File: config.mk
export PLATFORM = sky130hd
export DESIGN_NAME = register_bank_flat
export DESIGN_NICKNAME = d
export VERILOG_FILES = /design/src/rtl/regunit_pkg.sv /design/src/rtl/register_bank_if.sv /design/src/rtl/regbank_scoreboard.sv /design/src/rtl/register_bank.sv /design/src/flat_wrapper.sv
export SDC_FILE = /design/constraint.sdc
export NUM_CORES = 1
export LEC_CHECK = 0
export ABC_AREA = 1
export BUFFER_PORTS_ARGS = -buffer_cell sky130_fd_sc_hd__buf_2
export CAP_MARGIN = 20
export CORE_AREA = 2 2 436 438
export CTS_CLUSTER_DIAMETER = 60
export DETAILED_ROUTE_END_ITERATION = 16
export DIE_AREA = 0 0 438 440
export PLACE_DENSITY = 0.44
export SLEW_MARGIN = 10
export SYNTH_ARGS = -nofsm -noshare
export SYNTH_HDL_FRONTEND = slang
export SYNTH_SLANG_ARGS = --single-unit
File: constraint.sdc
create_clock -name clk -period 2.4 [get_ports clk]
set_input_delay 0.24 -clock clk [delete_from_list [all_inputs] [get_ports clk]]
set_output_delay 0.24 -clock clk [all_outputs]
set_load 0.05 [all_outputs]
File: src/rtl/regunit_pkg.sv
// Shared constants and types for the integer register unit.
package regunit_pkg;

  localparam int XLEN     = 32;
  localparam int AW       = 5;
  localparam int NREGS    = 1 << AW;
  localparam int ZERO_REG = 0;

  typedef logic [XLEN-1:0] xlen_t;
  typedef logic [AW-1:0]   ridx_t;
  typedef logic [AW:0]     cnt_t;

endpackage

File: src/rtl/register_bank_if.sv
// Bus bundle between the pipeline (master) and register_bank (slave):
// write-back, issue, hazard-check sources and the parallel read-out.
interface register_bank_if;
  import regunit_pkg::*;

  logic                    wb_we;
  ridx_t                   wb_rd;
  xlen_t                   wb_data;
  logic                    iss_valid;
  ridx_t                   iss_rd;
  ridx_t                   rs1;
  ridx_t                   rs2;
  logic [NREGS*XLEN-1:0]   regs_q;
  logic [NREGS-1:0]        busy_q;
  logic                    hazard;
  cnt_t                    pend_cnt;

  modport master (
    output wb_we, wb_rd, wb_data, iss_valid, iss_rd, rs1, rs2,
    input  regs_q, busy_q, hazard, pend_cnt
  );

  modport slave (
    input  wb_we, wb_rd, wb_data, iss_valid, iss_rd, rs1, rs2,
    output regs_q, busy_q, hazard, pend_cnt
  );

endinterface

File: src/rtl/regbank_scoreboard.sv
// Pending-write scoreboard: busy vector, pending count and RAW hazard detect.
// REGBANK_WRITE_BYPASS_EN masks sources that are being written back this cycle.
module regbank_scoreboard
  import regunit_pkg::*;
(
  input  logic             clk,
  input  logic             rst_n,
  input  logic             iss_valid_i,
  input  ridx_t            iss_rd_i,
  input  logic             wb_we_i,
  input  ridx_t            wb_rd_i,
  input  ridx_t            rs1_i,
  input  ridx_t            rs2_i,
  output logic [NREGS-1:0] busy_o,
  output cnt_t             pend_cnt_o,
  output logic             hazard_o
);

  logic [NREGS-1:0] busy_q, busy_d;
  cnt_t             pend_cnt_q, pend_cnt_d;
  logic             set_v, inc, dec;
  logic             byp1, byp2;

  always_comb begin
    set_v  = iss_valid_i && (iss_rd_i != ridx_t'(ZERO_REG));
    busy_d = busy_q;
    if (wb_we_i) busy_d[wb_rd_i] = 1'b0;
    // A new writer supersedes the one retiring, so set is applied last.
    if (set_v)   busy_d[iss_rd_i] = 1'b1;
    inc = set_v && !busy_q[iss_rd_i];
    dec = wb_we_i && busy_q[wb_rd_i] && !(set_v && (iss_rd_i == wb_rd_i));
    pend_cnt_d = pend_cnt_q + cnt_t'(inc) - cnt_t'(dec);
  end

  always_ff @(posedge clk or negedge rst_n) begin
    if (!rst_n) begin
      busy_q     <= '0;
      pend_cnt_q <= '0;
    end else begin
      busy_q     <= busy_d;
      pend_cnt_q <= pend_cnt_d;
    end
  end

`ifdef REGBANK_WRITE_BYPASS_EN
  assign byp1 = wb_we_i && (wb_rd_i == rs1_i);
  assign byp2 = wb_we_i && (wb_rd_i == rs2_i);
`else
  assign byp1 = 1'b0;
  assign byp2 = 1'b0;
`endif

  assign hazard_o   = (busy_q[rs1_i] & ~byp1) | (busy_q[rs2_i] & ~byp2);
  assign busy_o     = busy_q;
  assign pend_cnt_o = pend_cnt_q;

endmodule

File: src/rtl/register_bank.sv
// Architectural register storage x0..x31 with parallel read-out and scoreboard.
// REGBANK_WRITE_BYPASS_EN makes the write-back value visible in its own cycle.
module register_bank
  import regunit_pkg::*;
(
  input  logic           clk,
  input  logic           rst_n,
  register_bank_if.slave bus
);

  xlen_t                 mem_q [NREGS];
  logic                  wr_en;
  logic [NREGS*XLEN-1:0] regs_flat;

  assign wr_en = bus.wb_we && (bus.wb_rd != ridx_t'(ZERO_REG));

  // mem_q[0] is only ever reset, so it stays a constant zero.
  always_ff @(posedge clk or negedge rst_n) begin
    if (!rst_n) begin
      for (int i = 0; i < NREGS; i++) mem_q[i] <= '0;
    end else if (wr_en) begin
      mem_q[bus.wb_rd] <= bus.wb_data;
    end
  end

  always_comb begin
    regs_flat = '0;
    for (int i = 1; i < NREGS; i++) begin
      regs_flat[i*XLEN +: XLEN] = mem_q[i];
`ifdef REGBANK_WRITE_BYPASS_EN
      if (wr_en && (bus.wb_rd == ridx_t'(i))) regs_flat[i*XLEN +: XLEN] = bus.wb_data;
`endif
    end
  end

  assign bus.regs_q = regs_flat;

  regbank_scoreboard u_sb (
    .clk         (clk),
    .rst_n       (rst_n),
    .iss_valid_i (bus.iss_valid),
    .iss_rd_i    (bus.iss_rd),
    .wb_we_i     (bus.wb_we),
    .wb_rd_i     (bus.wb_rd),
    .rs1_i       (bus.rs1),
    .rs2_i       (bus.rs2),
    .busy_o      (bus.busy_q),
    .pend_cnt_o  (bus.pend_cnt),
    .hazard_o    (bus.hazard)
  );

endmodule

File: src/flat_wrapper.sv
// flat-port wrapper written by rule: the top's interface ports become plain ports
module register_bank_flat import regunit_pkg::*;
  (clk, rst_n, bus_wb_we, bus_wb_rd, bus_wb_data, bus_iss_valid, bus_iss_rd, bus_rs1, bus_rs2, bus_regs_q, bus_busy_q, bus_hazard, bus_pend_cnt);
  register_bank_if bus_i ();
  input  logic clk;
  input  logic rst_n;
  input wire logic [$bits(bus_i.wb_we)-1:0] bus_wb_we;
  input wire logic [$bits(bus_i.wb_rd)-1:0] bus_wb_rd;
  input wire logic [$bits(bus_i.wb_data)-1:0] bus_wb_data;
  input wire logic [$bits(bus_i.iss_valid)-1:0] bus_iss_valid;
  input wire logic [$bits(bus_i.iss_rd)-1:0] bus_iss_rd;
  input wire logic [$bits(bus_i.rs1)-1:0] bus_rs1;
  input wire logic [$bits(bus_i.rs2)-1:0] bus_rs2;
  output wire logic [$bits(bus_i.regs_q)-1:0] bus_regs_q;
  output wire logic [$bits(bus_i.busy_q)-1:0] bus_busy_q;
  output wire logic [$bits(bus_i.hazard)-1:0] bus_hazard;
  output wire logic [$bits(bus_i.pend_cnt)-1:0] bus_pend_cnt;
  assign bus_i.wb_we = bus_wb_we;
  assign bus_i.wb_rd = bus_wb_rd;
  assign bus_i.wb_data = bus_wb_data;
  assign bus_i.iss_valid = bus_iss_valid;
  assign bus_i.iss_rd = bus_iss_rd;
  assign bus_i.rs1 = bus_rs1;
  assign bus_i.rs2 = bus_rs2;
  assign bus_regs_q = bus_i.regs_q;
  assign bus_busy_q = bus_i.busy_q;
  assign bus_hazard = bus_i.hazard;
  assign bus_pend_cnt = bus_i.pend_cnt;
  register_bank u_core (.clk(clk), .rst_n(rst_n), .bus(bus_i));
endmodule
## Word-level counts from Yosys, hierarchy flattened

Cells that the tools add are included.

- Bits in registers: 1062
- Memories: 0
- Latch bits: 0
- ROM bits: 0
- Input bits: 56
- Output and inout bits: 1063
- Bits in writable memories: 0

- Add/subtract/negate cells: 2
- Eq/ne operators: 1
- Multiply operators: 0
- Shifts and indexed selects: 0
- Mux-type cells: 17
- Divide/modulo/power cells: 0
- Bitwise gates (word level): 5
- Reductions and logical operators: 13
- Order comparisons: 8

Operators by type and width:

| cell | count |
|---|---|
| bitwise mux 1024 bit | 1 |
| demux 32 bit (select 5 bit) | 1 |
| two-way mux 32 bit | 3 |
| bitwise AND 32 bit | 1 |
| NOT 32 bit | 1 |
| OR 32 bit | 1 |
| less-than comparator 5 x 6 -> 1 bit (second input constant) | 4 |
| binary-select mux 1 bit (select 5 bit) | 4 |
| demux 1 bit (select 5 bit) | 2 |
| greater-or-equal comparator 5 x 1 -> 1 bit (second input constant) | 2 |
| nonzero test 5 bit | 2 |
| logical AND 1 bit | 9 |
| adder 6 x 1 -> 6 bit | 1 |
| greater-or-equal comparator 6 bit (second input constant) | 1 |
| less-than comparator 6 x 1 -> 1 bit (second input constant) | 1 |
| two-way mux 1 bit | 6 |
| NOT 5 -> 6 bit | 1 |
| subtractor 6 x 1 -> 6 bit | 1 |
| == test 5 bit | 1 |
| logical NOT 1 bit | 2 |
| OR 1 bit | 1 |

## Longest topological paths before layout

- Word-level depth: 9
- Mapped depth: 19

## By module

From an unflattened synthesis, not the netlist that was laid out.

- Cell total of the unflattened synthesis: 4783
- Area, all modules: 40988.1 um^2

By module, submodules not included:

| module | area an instance (um^2) | cells each | instances |
|---|---|---|---|
| register_bank | 37967.7 | 4298 | 1 |
| regbank_scoreboard | 3020.4 | 485 | 1 |

## Worst setup path after synthesis

No wires, ideal clock.

- Path kind: register to register
- Start: reg u_core.u_sb.busy_q[18] (netlist: u_core.u_sb.busy_o[18])
- End: reg u_core.u_sb.pend_cnt_q[4] (netlist: u_core.u_sb.pend_cnt_o[4])
- Cell stages (with the launch flop): 17
- Arrival: 2.430 ns
- Buffers on the path: 0
- Library setup time: 0.127 ns
- Slack: -0.157 ns
- Cell sequence: dfrtp_1 > inv_1 > o21ai_0 > nand2_1 > nand2_1 > nand2_1 > nand2_1 > nor2_1 > a21oi_1 > ha_1 > inv_1 > ha_1 > inv_1 > fa_1 > nor2_1 > a211oi_1 > xnor2_1

- Longest elaborated chain between the ends: 6
- Elaborated cells between the ends (all ways): 10
- Those cells by class: 2 x add/sub; 4 x mux; 4 x reduce/logical

Ends and longest elaborated chain:

| item | line | RTL |
|---|---|---|
| from (decl) | regbank_scoreboard.sv:19 | `logic [NREGS-1:0] busy_q, busy_d;` |
| from (signal assigned) | regbank_scoreboard.sv:40 | `busy_q <= busy_d;` |
| binary-select mux 1 bit (select 5 bit) | regbank_scoreboard.sv:30 | `inc = set_v && !busy_q[iss_rd_i];` |
| two-way mux 1 bit (implied by the code) | regbank_scoreboard.sv:30 |  |
| logical NOT 1 bit | regbank_scoreboard.sv:30 |  |
| logical AND 1 bit | regbank_scoreboard.sv:30 |  |
| adder 6 x 1 -> 6 bit | regbank_scoreboard.sv:32 | `pend_cnt_d = pend_cnt_q + cnt_t'(inc) - cnt_t'(dec);` |
| subtractor 6 x 1 -> 6 bit * | regbank_scoreboard.sv:32 |  |
| named net u_core.u_sb.pend_cnt_d[4] | regbank_scoreboard.sv:20 | `cnt_t pend_cnt_q, pend_cnt_d;` |
| to (signal assigned) | regbank_scoreboard.sv:41 | `pend_cnt_q <= pend_cnt_d;` |
| to (decl) | regbank_scoreboard.sv:20 |  |

The timed path passes the listed nets; every way through them passes the cells marked *. The select of a mux whose other input is x is not followed.
A chain may end at the register's enable or synchronous reset.

## Final worst setup path

- Start: reg u_core.u_sb.busy_q[21] (netlist: u_core.u_sb.busy_o[21])
- End: reg u_core.u_sb.pend_cnt_q[4] (netlist: u_core.u_sb.pend_cnt_o[4])

Same word-level chain as after synthesis.

==> out/qor.csv <==
metric,value,unit
"setup slack, reg-to-reg",3,ps
hpwl dp,131000,um
largest net degree at the start of global routing,95,
# rows,160,
startpoint type of the worst setup path,flip-flop,
final wirelength,187000,um
DR vias,32384,
antenna-violating nets left,0,
clk sinks,1030,
area post-placement,48600,um2
fill count,20317,
initial detailed-routing violation count,2530,
insertion delay to the later sink of the worst-skew pair,770,ps
reg2reg end,u_core.u_sb.pend_cnt_o[4],
Yosys reg bits,1030,
Crit Path Category,reg2reg,
worst-path maximum fanout,3,
full die area,193000,um2
placed insts,7411,
R2R cell count,17,
initial antenna violation count,38,
Tcrit/Tclk final,99.9,%
DIE WIDTH,438,um
crit end category,flip-flop,
hold crit path type,in2reg,
Syn-to-layout area delta,39.0,%
Clock Pin Slew Worst Setup and Hold Paths,60,ps
grt ovf,0,
Final Instance Area,53300,um2
Residual DRC,0,
Ys Warns,0,
CP startpoint,u_core.u_sb.busy_o[21],
Static Leakage,26.6,nW
H-tree Lvls,3,
number of global-route vias before repair,31189,
"Seq/Total Area, Yosys",67.2,%
Total Power,66.0,mW
global-route wire length before repair,254000,um
Final #Nets,5128,
Ports,1119,
worst path cell trace,"buf_12, nand2_2, o21ai_2, nand2_1, nand2_1, nand2_1, nand2_1, nor2_2, a21oi_2, ha_4, inv_4, ha_4, inv_2, fa_2, nor2_2, a211oi_2, xnor2_1",
RSZ-0062 raised after global routing,true,
worst hold margin,73.7,ps
CP max stage delay,400,ps
CTS tree,yes,
ys async rst share,100,%
"EDFF count, synth",0,
Worst R2R Start,u_core.u_sb.busy_o[21],
hold depth,3,
final hold vios,0,
Syn Inst Count,3857,
Core Footprint,189000,um2
post-layout min period,2400,ps
Max Fclk,0.417,GHz
wire per inst,24.4,um
Min-Delay Endpoint,u_core.bus.regs_q[209],
"Buf+Inv Stages, Crit Path",3,
deepest clock path buffer count,3,
GP Congestion,0.867,
Via-to-Cell Ratio,4.22,
Initial Utilization,20.3,%
headroom to the max-slew limit,37.5,%
status,"complete, no violations",
share of cells above drive strength 1,33.6,%
"Slowest-stage cell, CP",dfrtp_2,
Root Buffer,clkbuf_16,
Max VDD drop,697,uV
Total Routing Usage GR,18.7,%
Worst path top cell family by delay,adder cells,
prevailing post-synth register cell,dfrtp_1,
pwr dens,1240,nW/um2
clock skew,22.1,ps
total CTS buffers,121,
mean area per synthesized cell,9.95,um2
Final Max Slew Viols,0,
origin of the worst min-delay path,bus_wb_data[17],
# setup viols final,0,
Critical Path RT,3050,ps
max cap viols,0,
Yosys cell types,31,
Pre-Repair DR Iteration Count,6,
most frequent cell on the critical path,nand2_1,
number of port buffers,1086,
Post-Syn Area,38400,um2
Worst Tran Pin Value,937,ps
Final Instance Count excl. Fillers,7665,
Die Ht,440,um
crit path DAT,3050,ps
Final Core Density,28.3,%
## metal layers
layer / vias up / share of wire, % / track usage, %
met5: - / 0.081 / 0
met4: 24 / 3.5 / 7.03
met3: 262 / 6.7 / 4.21
met2: 1128 / 50 / 32.6
met1: 16028 / 39 / 22.5
li1: 14942 / - / -
## tightest hold or removal path, delay by kind of cell
kind            cells  cell delay, ps
compound gates      1             240
buf+inv             2             280
## kinds of logic (layout without fill, tap and decap cells)
family          after synthesis  after routing  synth area share, %
compound gates             1065           1065                 14.0
xor+xnor                      8              8                0.183
fa+ha+maj                     7              7                0.248
buf+inv                     469           1729                 5.44
flops                      1030           1030                 67.2
other cells                   1             38              0.00977
simple gates               1277           1277                 12.9
## synth_stat cells, types with 36 or more instances
cell / number / area share (%)
buf_4: 57 / 1.1
dfrtp_1: 1030 / 67
nand3_1: 59 / 0.77
inv_1: 103 / 1.0
o21ai_1: 87 / 1.1
o21ai_0: 603 / 7.9
a21oi_1: 333 / 4.3
nor2_1: 366 / 3.6
nand2_1: 826 / 8.1
o22ai_1: 36 / 0.59
clkbuf_1: 209 / 2.0
buf_2: 63 / 0.82
## sequential cells by signal, summed over array words and instances (netlist names)
register                count
u_core.bus.regs_q         992
u_core.u_sb.busy_o         32
u_core.u_sb.pend_cnt_o      6
## layout make-up
type	instances	area, um2	area share, %
clock buffers	173	3480	6.52
clock inverters	33	487	0.913
well taps	2511	3140	5.89
inverters	130	495	0.929
repair buffers	1393	8870	16.6
multi-input cells	2389	11000	20.7
diodes	6	15.0	0.0282
flip-flops and latches	1030	25800	48.4
## what timing repair did
action                                 in CTS  in global routing
pin swaps                                  14                 44
gates resized for setup                    41                 66
cloned                                      0                  0
buffers inserted                            6                  3
setup endpoints to repair                   3                  6
endpoints found under the hold margin    1032                  0
hold buffers                               34                  0
## worst max path at each step
stage                                endpoint  slack, ps  cells past startpoint
floorplan           u_core.u_sb.pend_cnt_o[4]          1                     18
global placement    u_core.u_sb.pend_cnt_o[4]       -370                     18
detailed placement  u_core.u_sb.pend_cnt_o[4]       -350                     17
CTS                                bus_hazard       -120                     10
global route                       bus_hazard       -130                     10
finish              u_core.u_sb.pend_cnt_o[4]          3                     17
## layout by cell type (no fill, tap or decap), types with 34 or more instances in the layout
| cell | instances |
|---|---|
| inv_2 | 74 |
| o22ai_1 | 36 |
| inv_1 | 54 |
| clkbuf_16 | 123 |
| o21ai_1 | 97 |
| buf_2 | 1084 |
| a21oi_1 | 329 |
| buf_12 | 80 |
| buf_4 | 186 |
| nor2_1 | 350 |
| nand2_1 | 810 |
| dfrtp_1 | 1000 |
| dlygate4sd3_1 | 34 |
| o21ai_0 | 592 |
## power by group
| group | leakage, nW | internal, mW | switching (mW) |
|---|---|---|---|
| clock | 1.93 | 10.8 | 7.76 |
| combinational | 11.7 | 5.12 | 19.4 |
| sequential | 13.0 | 21.0 | 1.96 |
## per-stage QoR
| step | TNS [ps] | setup WS, ps |
|---|---|---|
| after floorplan | 0 | 1.34 |
| after global placement | -1140 | -373 |
| after detailed placement | -971 | -349 |
| after CTS | -248 | -116 |
| after global routing | -331 | -131 |
| final | 0 | 2.72 |
No activity file was read; power rests on OpenSTA's default activity.
